<file path="src/rtl/reset_sequencer.sv">
`default_nettype none
// ============================================================================
// Module      : reset_sequencer
// Description : Board-level reset sequencer. Holds NUM_OUTS reset domains
//               asserted until the PLL is locked and the push-button is
//               released, then releases them LSB first at fixed intervals.
//               Reasserts all domains on lock loss, a debounced button press
//               or a software request, and records the cause of the last
//               reset.
// Revision    : 1.0 - initial release
// ============================================================================
module reset_sequencer #(
    parameter int NUM_OUTS        = 4,
    parameter int HOLD_CYCLES     = 32,
    parameter int STAGE_GAP       = 8,
    parameter int DEBOUNCE_CYCLES = 1024,
    parameter int CNT_WIDTH       = 16
) (
    input  logic                clk,
    input  logic                reset,
    input  logic                pll_locked,
    input  logic                btn_n,
    input  logic                sw_reset,
    output logic [NUM_OUTS-1:0] rst_out,
    output logic                ready,
    output logic [1:0]          cause
);

    localparam logic [2:0] c_ST_ASSERT    = 3'd0;
    localparam logic [2:0] c_ST_WAIT_LOCK = 3'd1;
    localparam logic [2:0] c_ST_HOLD      = 3'd2;
    localparam logic [2:0] c_ST_RELEASE   = 3'd3;
    localparam logic [2:0] c_ST_RUN       = 3'd4;

    localparam logic [1:0] c_CAUSE_POR  = 2'd0;
    localparam logic [1:0] c_CAUSE_LOCK = 2'd1;
    localparam logic [1:0] c_CAUSE_BTN  = 2'd2;
    localparam logic [1:0] c_CAUSE_SW   = 2'd3;

    localparam int c_STAGE_W = (NUM_OUTS > 1) ? $clog2(NUM_OUTS) : 1;

    localparam logic [CNT_WIDTH-1:0] c_CNT_ONE   = CNT_WIDTH'(1);
    localparam logic [CNT_WIDTH-1:0] c_HOLD_LAST = CNT_WIDTH'(HOLD_CYCLES - 1);
    localparam logic [CNT_WIDTH-1:0] c_GAP_LAST  = CNT_WIDTH'(STAGE_GAP - 1);
    localparam logic [CNT_WIDTH-1:0] c_DB_LAST   = CNT_WIDTH'(DEBOUNCE_CYCLES - 1);
    localparam logic [c_STAGE_W-1:0] c_STAGE_FIRST = c_STAGE_W'(1);
    localparam logic [c_STAGE_W-1:0] c_STAGE_LAST  = c_STAGE_W'(NUM_OUTS - 1);
    localparam logic [NUM_OUTS-1:0]  c_ALL_ON      = {NUM_OUTS{1'b1}};

    logic                 r_lock_meta;
    logic                 r_lock_s;
    logic                 r_btn_meta;
    logic                 r_btn_s;
    logic                 r_btn_db;
    logic [CNT_WIDTH-1:0] r_db_cnt;

    logic [2:0]           r_state;
    logic [2:0]           w_state_next;
    logic [CNT_WIDTH-1:0] r_cnt;
    logic [CNT_WIDTH-1:0] w_cnt_next;
    logic [c_STAGE_W-1:0] r_stage;
    logic [c_STAGE_W-1:0] w_stage_next;
    logic [NUM_OUTS-1:0]  r_rst;
    logic [NUM_OUTS-1:0]  w_rst_next;
    logic                 r_ready;
    logic                 w_ready_next;
    logic [1:0]           r_cause;
    logic [1:0]           w_cause_next;

    logic                 w_cause_hit;
    logic [1:0]           w_cause_code;
    logic                 w_hold_done;
    logic                 w_gap_done;

    assign rst_out = r_rst;
    assign ready   = r_ready;
    assign cause   = r_cause;

    assign w_hold_done = (r_cnt == c_HOLD_LAST);
    assign w_gap_done  = (r_cnt == c_GAP_LAST);

    // Two-flop synchronisers; lock idles unlocked, button idles released.
    always_ff @(posedge clk or posedge reset) begin
        if (reset) begin
            r_lock_meta <= 1'b0;
            r_lock_s    <= 1'b0;
            r_btn_meta  <= 1'b1;
            r_btn_s     <= 1'b1;
        end else begin
            r_lock_meta <= pll_locked;
            r_lock_s    <= r_lock_meta;
            r_btn_meta  <= btn_n;
            r_btn_s     <= r_btn_meta;
        end
    end

    // Debounce: accept a new button level only after it has persisted unbroken.
    always_ff @(posedge clk or posedge reset) begin
        if (reset) begin
            r_btn_db <= 1'b1;
            r_db_cnt <= '0;
        end else if (r_btn_s == r_btn_db) begin
            r_db_cnt <= '0;
        end else if (r_db_cnt == c_DB_LAST) begin
            r_btn_db <= r_btn_s;
            r_db_cnt <= '0;
        end else begin
            r_db_cnt <= r_db_cnt + c_CNT_ONE;
        end
    end

    // Reset cause decode with lock loss > button > software priority.
    // Lock and button are level-checked: both were high on entry to HOLD, so
    // a low level in HOLD/RELEASE/RUN is necessarily a fresh falling edge.
    always_comb begin
        w_cause_hit  = 1'b1;
        w_cause_code = c_CAUSE_POR;
        if (!r_lock_s) begin
            w_cause_code = c_CAUSE_LOCK;
        end else if (!r_btn_db) begin
            w_cause_code = c_CAUSE_BTN;
        end else if (sw_reset) begin
            w_cause_code = c_CAUSE_SW;
        end else begin
            w_cause_hit = 1'b0;
        end
    end

    // State, counters and registered outputs.
    always_ff @(posedge clk or posedge reset) begin
        if (reset) begin
            r_state <= c_ST_ASSERT;
            r_cnt   <= '0;
            r_stage <= '0;
            r_rst   <= c_ALL_ON;
            r_ready <= 1'b0;
            r_cause <= c_CAUSE_POR;
        end else begin
            r_state <= w_state_next;
            r_cnt   <= w_cnt_next;
            r_stage <= w_stage_next;
            r_rst   <= w_rst_next;
            r_ready <= w_ready_next;
            r_cause <= w_cause_next;
        end
    end

    // Next-state logic.
    always_comb begin
        w_state_next = r_state;
        case (r_state)
            c_ST_ASSERT:    w_state_next = c_ST_WAIT_LOCK;
            c_ST_WAIT_LOCK: if (r_lock_s && r_btn_db) w_state_next = c_ST_HOLD;
            c_ST_HOLD: begin
                if (w_cause_hit) begin
                    w_state_next = c_ST_ASSERT;
                end else if (w_hold_done) begin
                    w_state_next = (NUM_OUTS == 1) ? c_ST_RUN : c_ST_RELEASE;
                end
            end
            c_ST_RELEASE: begin
                if (w_cause_hit) begin
                    w_state_next = c_ST_ASSERT;
                end else if (w_gap_done && (r_stage == c_STAGE_LAST)) begin
                    w_state_next = c_ST_RUN;
                end
            end
            c_ST_RUN:       if (w_cause_hit) w_state_next = c_ST_ASSERT;
            default:        w_state_next = c_ST_ASSERT;
        endcase
    end

    // Output/counter logic; releases shift a zero in from the LSB so domains
    // can only ever drop in order.
    always_comb begin
        w_rst_next   = r_rst;
        w_ready_next = r_ready;
        w_cause_next = r_cause;
        w_cnt_next   = r_cnt;
        w_stage_next = r_stage;
        case (r_state)
            c_ST_HOLD, c_ST_RELEASE, c_ST_RUN: begin
                if (w_cause_hit) begin
                    w_rst_next   = c_ALL_ON;
                    w_ready_next = 1'b0;
                    w_cause_next = w_cause_code;
                    w_cnt_next   = '0;
                    w_stage_next = c_STAGE_FIRST;
                end else if (r_state == c_ST_HOLD) begin
                    if (w_hold_done) begin
                        w_rst_next   = r_rst << 1;
                        w_ready_next = (NUM_OUTS == 1);
                        w_cnt_next   = '0;
                        w_stage_next = c_STAGE_FIRST;
                    end else begin
                        w_cnt_next = r_cnt + c_CNT_ONE;
                    end
                end else if (r_state == c_ST_RELEASE) begin
                    if (w_gap_done) begin
                        w_rst_next   = r_rst << 1;
                        w_ready_next = (r_stage == c_STAGE_LAST);
                        w_cnt_next   = '0;
                        w_stage_next = r_stage + c_STAGE_FIRST;
                    end else begin
                        w_cnt_next = r_cnt + c_CNT_ONE;
                    end
                end else begin
                    w_rst_next   = '0;
                    w_ready_next = 1'b1;
                    w_cnt_next   = '0;
                end
            end
            default: begin
                w_rst_next   = c_ALL_ON;
                w_ready_next = 1'b0;
                w_cnt_next   = '0;
                w_stage_next = c_STAGE_FIRST;
            end
        endcase
    end

endmodule
`default_nettype wire

</file>
<file path="config.mk">
export PLATFORM = sky130hd
export DESIGN_NAME = reset_sequencer
export DESIGN_NICKNAME = d
export VERILOG_FILES = /design/src/rtl/reset_sequencer.sv
export SDC_FILE = /design/constraint.sdc
export NUM_CORES = 1
export LEC_CHECK = 0
export ABC_AREA = 1
export CORE_MARGIN = 3
export CORE_UTILIZATION = 59
export CTS_CLUSTER_DIAMETER = 30
export CTS_CLUSTER_SIZE = 12
export DETAILED_ROUTE_END_ITERATION = 8
export HOLD_SLACK_MARGIN = 0.02
export PLACE_DENSITY = 0.76
export SLEW_MARGIN = 20
export SYNTH_ARGS = -nofsm -noshare
export SYNTH_HDL_FRONTEND = slang
export SYNTH_SLANG_ARGS = --single-unit
</file>
<file path="constraint.sdc">
create_clock -name clk -period 2.2 [get_ports clk]
set_clock_uncertainty 0.15 [all_clocks]
set_input_delay 0.44 -clock clk [delete_from_list [all_inputs] [get_ports clk]]
set_output_delay 0.44 -clock clk [all_outputs]
set_load 0.01 [all_outputs]
</file>
## Yosys cells after proc, flatten, opt, wreduce, memory -nomap -nowiden

Cells that the tools add are included.

| cells by class | value |
|---|---|
| bitwise logic cells | 1 |
| reductions and logical operators | 9 |
| muxes and demuxes | 39 |
| multipliers | 0 |
| order comparisons | 0 |
| equality and inequality tests | 17 |
| shift-type cells | 0 |
| divide/modulo/power cells | 0 |
| $add $sub $neg | 3 |

Operators by type and width:

| kind | count |
|---|---|
| two-way mux 16 bit | 8 |
| adder 16 x 1 -> 16 bit (second input constant) | 2 |
| two-way mux 4 bit | 6 |
| two-way mux 2 bit | 9 |
| two-way mux 3 bit | 6 |
| equality test 16 x 10 -> 1 bit (second input constant) | 1 |
| equality test 16 x 3 -> 1 bit (second input constant) | 1 |
| equality test 16 x 5 -> 1 bit (second input constant) | 1 |
| one-hot mux 3 bit (5 select lines) | 1 |
| inequality test 4 bit (second input constant) | 3 |
| two-way mux 1 bit | 9 |
| equality test 3 x 2 -> 1 bit (second input constant) | 2 |
| inequality test 3 bit (second input constant) | 2 |
| AND reduction 2 bit | 3 |
| inequality test 5 bit (second input constant) | 1 |
| inequality test 2 bit (second input constant) | 2 |
| AND reduction 4 bit | 1 |
| equality test 3 x 1 -> 1 bit (second input constant) | 1 |
| equality test 3 bit (second input constant) | 1 |
| logical NOT 3 bit | 1 |
| AND reduction 3 bit | 1 |
| OR reduction 3 bit | 1 |
| adder 2 x 1 -> 2 bit (second input constant) | 1 |
| equality test 2 bit (second input constant) | 1 |
| other kinds (3) | 4 |

| storage, ports and cells | value |
|---|---|
| bits in registers | 49 |
| word-level logic and storage cells | 81 |
| memories | 0 |
| bits in read-only memories | 0 |
| bits of input ports | 5 |
| output and inout port bits | 7 |
| bits in writable memories | 0 |
| latch bits | 0 |

## Depth between registers and ports, before layout

| depth | value |
|---|---|
| depth after elaboration | 6 |
| mapped depth | 10 |
| mapped depth without buffers | 9 |

## Least setup slack after synthesis

OpenSTA, ideal clock, no wires.

| timing | value |
|---|---|
| kind | flip-flop to flip-flop |
| from | register r_cnt[0] |
| to | register r_cnt[15] |
| cell stages (with the launch flop) | 10 |
| arrival | 1.346 ns |
| buffers on the path | 1 |
| setup time | 0.123 ns |
| slack | 0.582 ns |
| clock period less this slack | 1.618 ns |
| required time | 1.927 ns |
| cell sequence | dfrtp_1 -> ha_1 -> nand2_1 -> nor2_1 -> nand3_1 -> nand2_4 -> nand2_4 -> inv_4 -> buf_6 -> nor2_4 |

| between the ends | value |
|---|---|
| word-level cells in the longest chain between the ends | 6 |
| elaborated cells on any way between the ends | 9 |
| those cells by class | 1 x add/sub; 2 x eq/ne; 6 x mux |

RTL lines:

| element | line | source |
|---|---|---|
| from (decl) | 59 | `logic [CNT_WIDTH-1:0] r_cnt;` |
| from (signal assigned) | 140 | `r_cnt <= w_cnt_next;` |
| adder 16 x 1 -> 16 bit or equality test 16 x 3 -> 1 bit (tied branches) | 196, 205, 80 |  |
| two-way mux 16 bit | 199 | `if (w_gap_done) begin` |
| two-way mux 16 bit | 198 | `end else if (r_state == c_ST_RELEASE) begin` |
| two-way mux 16 bit (*) | 189 | `end else if (r_state == c_ST_HOLD) begin` |
| two-way mux 16 bit (*) | 183 | `if (w_cause_hit) begin` |
| two-way mux 16 bit (*) | 181 | `case (r_state)` |
| via w_cnt_next[15] | 60 | `logic [CNT_WIDTH-1:0] w_cnt_next;` |

Mark *: on every way through the listed nets, which the timed path passes. The rest lies on a longest branch.
A chain may end at the register's enable or synchronous reset.

## Worst setup path in the final report

| timing | value |
|---|---|
| from | register r_rst[0], in the netlist rst_out[0] |
| to | output rst_out[0] |

RTL lines:

| element | line | source |
|---|---|---|
| from (decl) | 63 | `logic [NUM_OUTS-1:0] r_rst;` |
| from (signal assigned) | 135 | `r_rst <= c_ALL_ON;` |
| from (signal assigned) | 142 | `r_rst <= w_rst_next;` |
| to (decl) | 24 | `output logic [NUM_OUTS-1:0] rst_out,` |

No word-level cell between the ends.

==> impl_metrics.toml <==
[final_layout]
diodes = 0
area_growth_pct = 10.47
nFillCells = 336
drive_gt1_frac = 0.1129
final_nets = 317

[setup_path]
worst_r2r_startpoint = "r_cnt[0]"
cp-startpoint = "rst_out[0]"
worstPathArrival_ns = 1.39
crit_path_start_kind = "register"
path_class = "reg2out"
required_ns = 1.61
cp_slowest_cell = "dfstp_2"
path_buf_inv = 1
crit_path_max_fanout = 3
critPathTopFamily = "flip-flops"
slowest_delay_ns = 0.55
endpoint_kind = "output port"
crit_chain = "clkdlybuf4s50_1"

[global_route]
overflow = 0
grt_max_degree = 29
first_global_vias = 1839
grt_first_pass_wirelength_mm = 7.914
grt_usage = 0.1969
antenna_found_initial = 0

[clocking]
htree_levels = 2
cts-root-buf = "clkbuf_8"
clk-insertion-delay-late_ns = 0.30
post-cts-setup-buffers = 0
cts.sinks = 49
cts_hold_buf = 0
numCtsBuffers = 5
cts_resized = 0
cts_tree = "yes"
clk_pin_slew_ns = 0.08
cts_buffer_depth = 2

[detailed_routing]
drc_errors = 0
vias_per_cell = 5.313
drt_iter0_markers = 169
dr.pass1.iters = 4
wl_per_cell_um = 12.11
route.antenna.remaining_nets = 0
totalWireLength_mm = 4.337
vias = 1902

[synthesis]
synth_top_cell_area_share = 0.4268
yosys-top-cells-count = "59 x nor2_1, 52 x nand2_1, 42 x dfrtp_1"
syn_nets = 299
synthAdderAreaFrac = 0.01524
synth_area_per_cell_um2 = 8.462
ys_async_sr_fraction = 1.000
ys.flop_type = "dfrtp_1"
synth-simple-area-share = 0.2988
synth.most_common_cell = "nor2_1"
syn_inst = 291
synth-compound-area-share = 0.06555
synthTopCellsByArea = "dfrtp_1 43%, nor2_1 9.0%, nand2_1 7.9%"
synth_warnings = 0
synthMuxAreaShare = 0
synth_area_leader_cell = "dfrtp_1"
synth_xor_area_frac = 0.05691
yosysUniqueCellTypes = 30
synth_top_family_by_area = "simple AND/OR/NAND/NOR gates"
synth-seq-cells = 49
synth_area_mm2 = 0.002462
synth_edf_count = 0
yosysSeqAreaShare = 0.5015

[placement]
port_buffers = 11
post-dp-hpwl_mm = 3.214
routabilityCongestion = 0.9692

[timing]
fmax_ghz = 0.5052
fin_setup_tns_ns = 0
rsz0062_at_grt = "no"
finalCriticalPeriod_ns = 1.980
slew_viol_final = 0
period_share = 0.8998
hold_viol = 0
hold_ws_ns = 0.2202
relSlewSlack = 0.7831
setup_viol = 0
worst_pin_slew_ns = 0.3242

[die]
io_pins = 12
dieHeight_um = 70.60
die_x_um = 70.60
initial_core_util = 0.6436
dieArea_mm2 = 0.004984
rows = 22
core-area_mm2 = 0.003826

[min_path]
worstHoldStart = "r_btn_meta"
hold_path_class = "reg2reg"

[power_and_ir_drop]
p_leak_nw = 1.258
p_per_area_mw_per_mm2 = 540.8
vdd_drop_max_mv = 0.4714

[flow_run]
maxCapViolations = 0

[run_status]
status = "completed"
-- routing by layer --
| metal | part of all wire | wire length, um | track usage | up-vias |
|---|---|---|---|---|
| met4 | 0.017 | 74 | 0.08142 | 0 |
| li1 | - | - | - | 967 |
| met1 | 0.46 | 1986 | 0.2453 | 897 |
| met2 | 0.49 | 2124 | 0.3285 | 32 |
| met3 | 0.035 | 151 | 0.04972 | 6 |
| met5 | 0 | 0 | 0 | - |
-- kinds of logic after synthesis --
kind of cell,count (synthesis)
simple gates,161
flops,49
buf+inv,36
compound gates,26
xor+xnor,16
fa+ha+maj,3
-- registers in the layout, summed over array words and instances, names as in the netlist --
register and cells:
r_cnt 16, r_db_cnt 16, rst_out 4, r_state 3
cause 2, r_stage 2, r_btn_db 1, r_btn_meta 1
r_btn_s 1, r_lock_meta 1, r_lock_s 1, ready 1
-- layout make-up --
class	count	area, um2	area share
sequential	49	1235	0.4540
multi-input combinational	206	1075	0.3951
timing repair buffer	13	137.6	0.05060
inverter	34	130.1	0.04784
clock buffer	6	72.57	0.02668
tap	48	60.06	0.02208
clock inverter	2	10.01	0.003680
-- cells in the final DEF, fill, tap and decap left out, types with 2 or more instances in the layout --
master,n
inv_1,29
nand3_1,18
nand2_2,2
dfstp_2,7
nand2_1,52
clkinv_2,2
clkbuf_8,5
xor2_1,11
nor3b_1,2
nor2_4,2
xnor2_1,5
a21oi_1,5
clkdlybuf4s50_1,11
nor2_1,59
o21ai_0,6
o21ai_1,5
o211ai_1,3
inv_2,4
dfrtp_1,42
nor2_2,5
ha_1,3
nand4_1,8
o21bai_1,2
a31oi_1,2
nor3_1,9
nand2_4,2
-- stage by stage --
step	setup WS (ns)	total power, mW	util	instance area, um2	std cells
2_1_floorplan	0.4488	0.9594	-	2462	291
3_3_place_gp	0.1388	0.9818	0.6893	2638	350
3_5_place_dp	0.05360	0.9838	0.6893	2638	350
4_1_cts	0.1953	1.490	0.7109	2720	358
5_1_grt	0.1612	1.536	0.7109	2720	358
6_report	0.2205	1.471	0.7109	2720	358
-- power by group --
| group | switching, mW | internal (mW) | leakage, nW |
|---|---|---|---|
| Sequential | 0.00554 | 0.910 | 0.638 |
| Combinational | 0.0307 | 0.0183 | 0.576 |
| Clock | 0.286 | 0.221 | 0.0450 |
-- worst paths after layout --
path	end	slack, ns	cells after the start
worst max-delay path	rst_out[0]	0.22	1
worst min-delay path	r_btn_s	0.22	0
worst max register to register	r_cnt[6]	0.36	8
worst min register to register	r_btn_s	0.22	0
max in group asynchronous	r_btn_meta	1.16	3
min in group asynchronous	r_db_cnt[7]	0.23	2
Power figures use the tool's default switching activity.
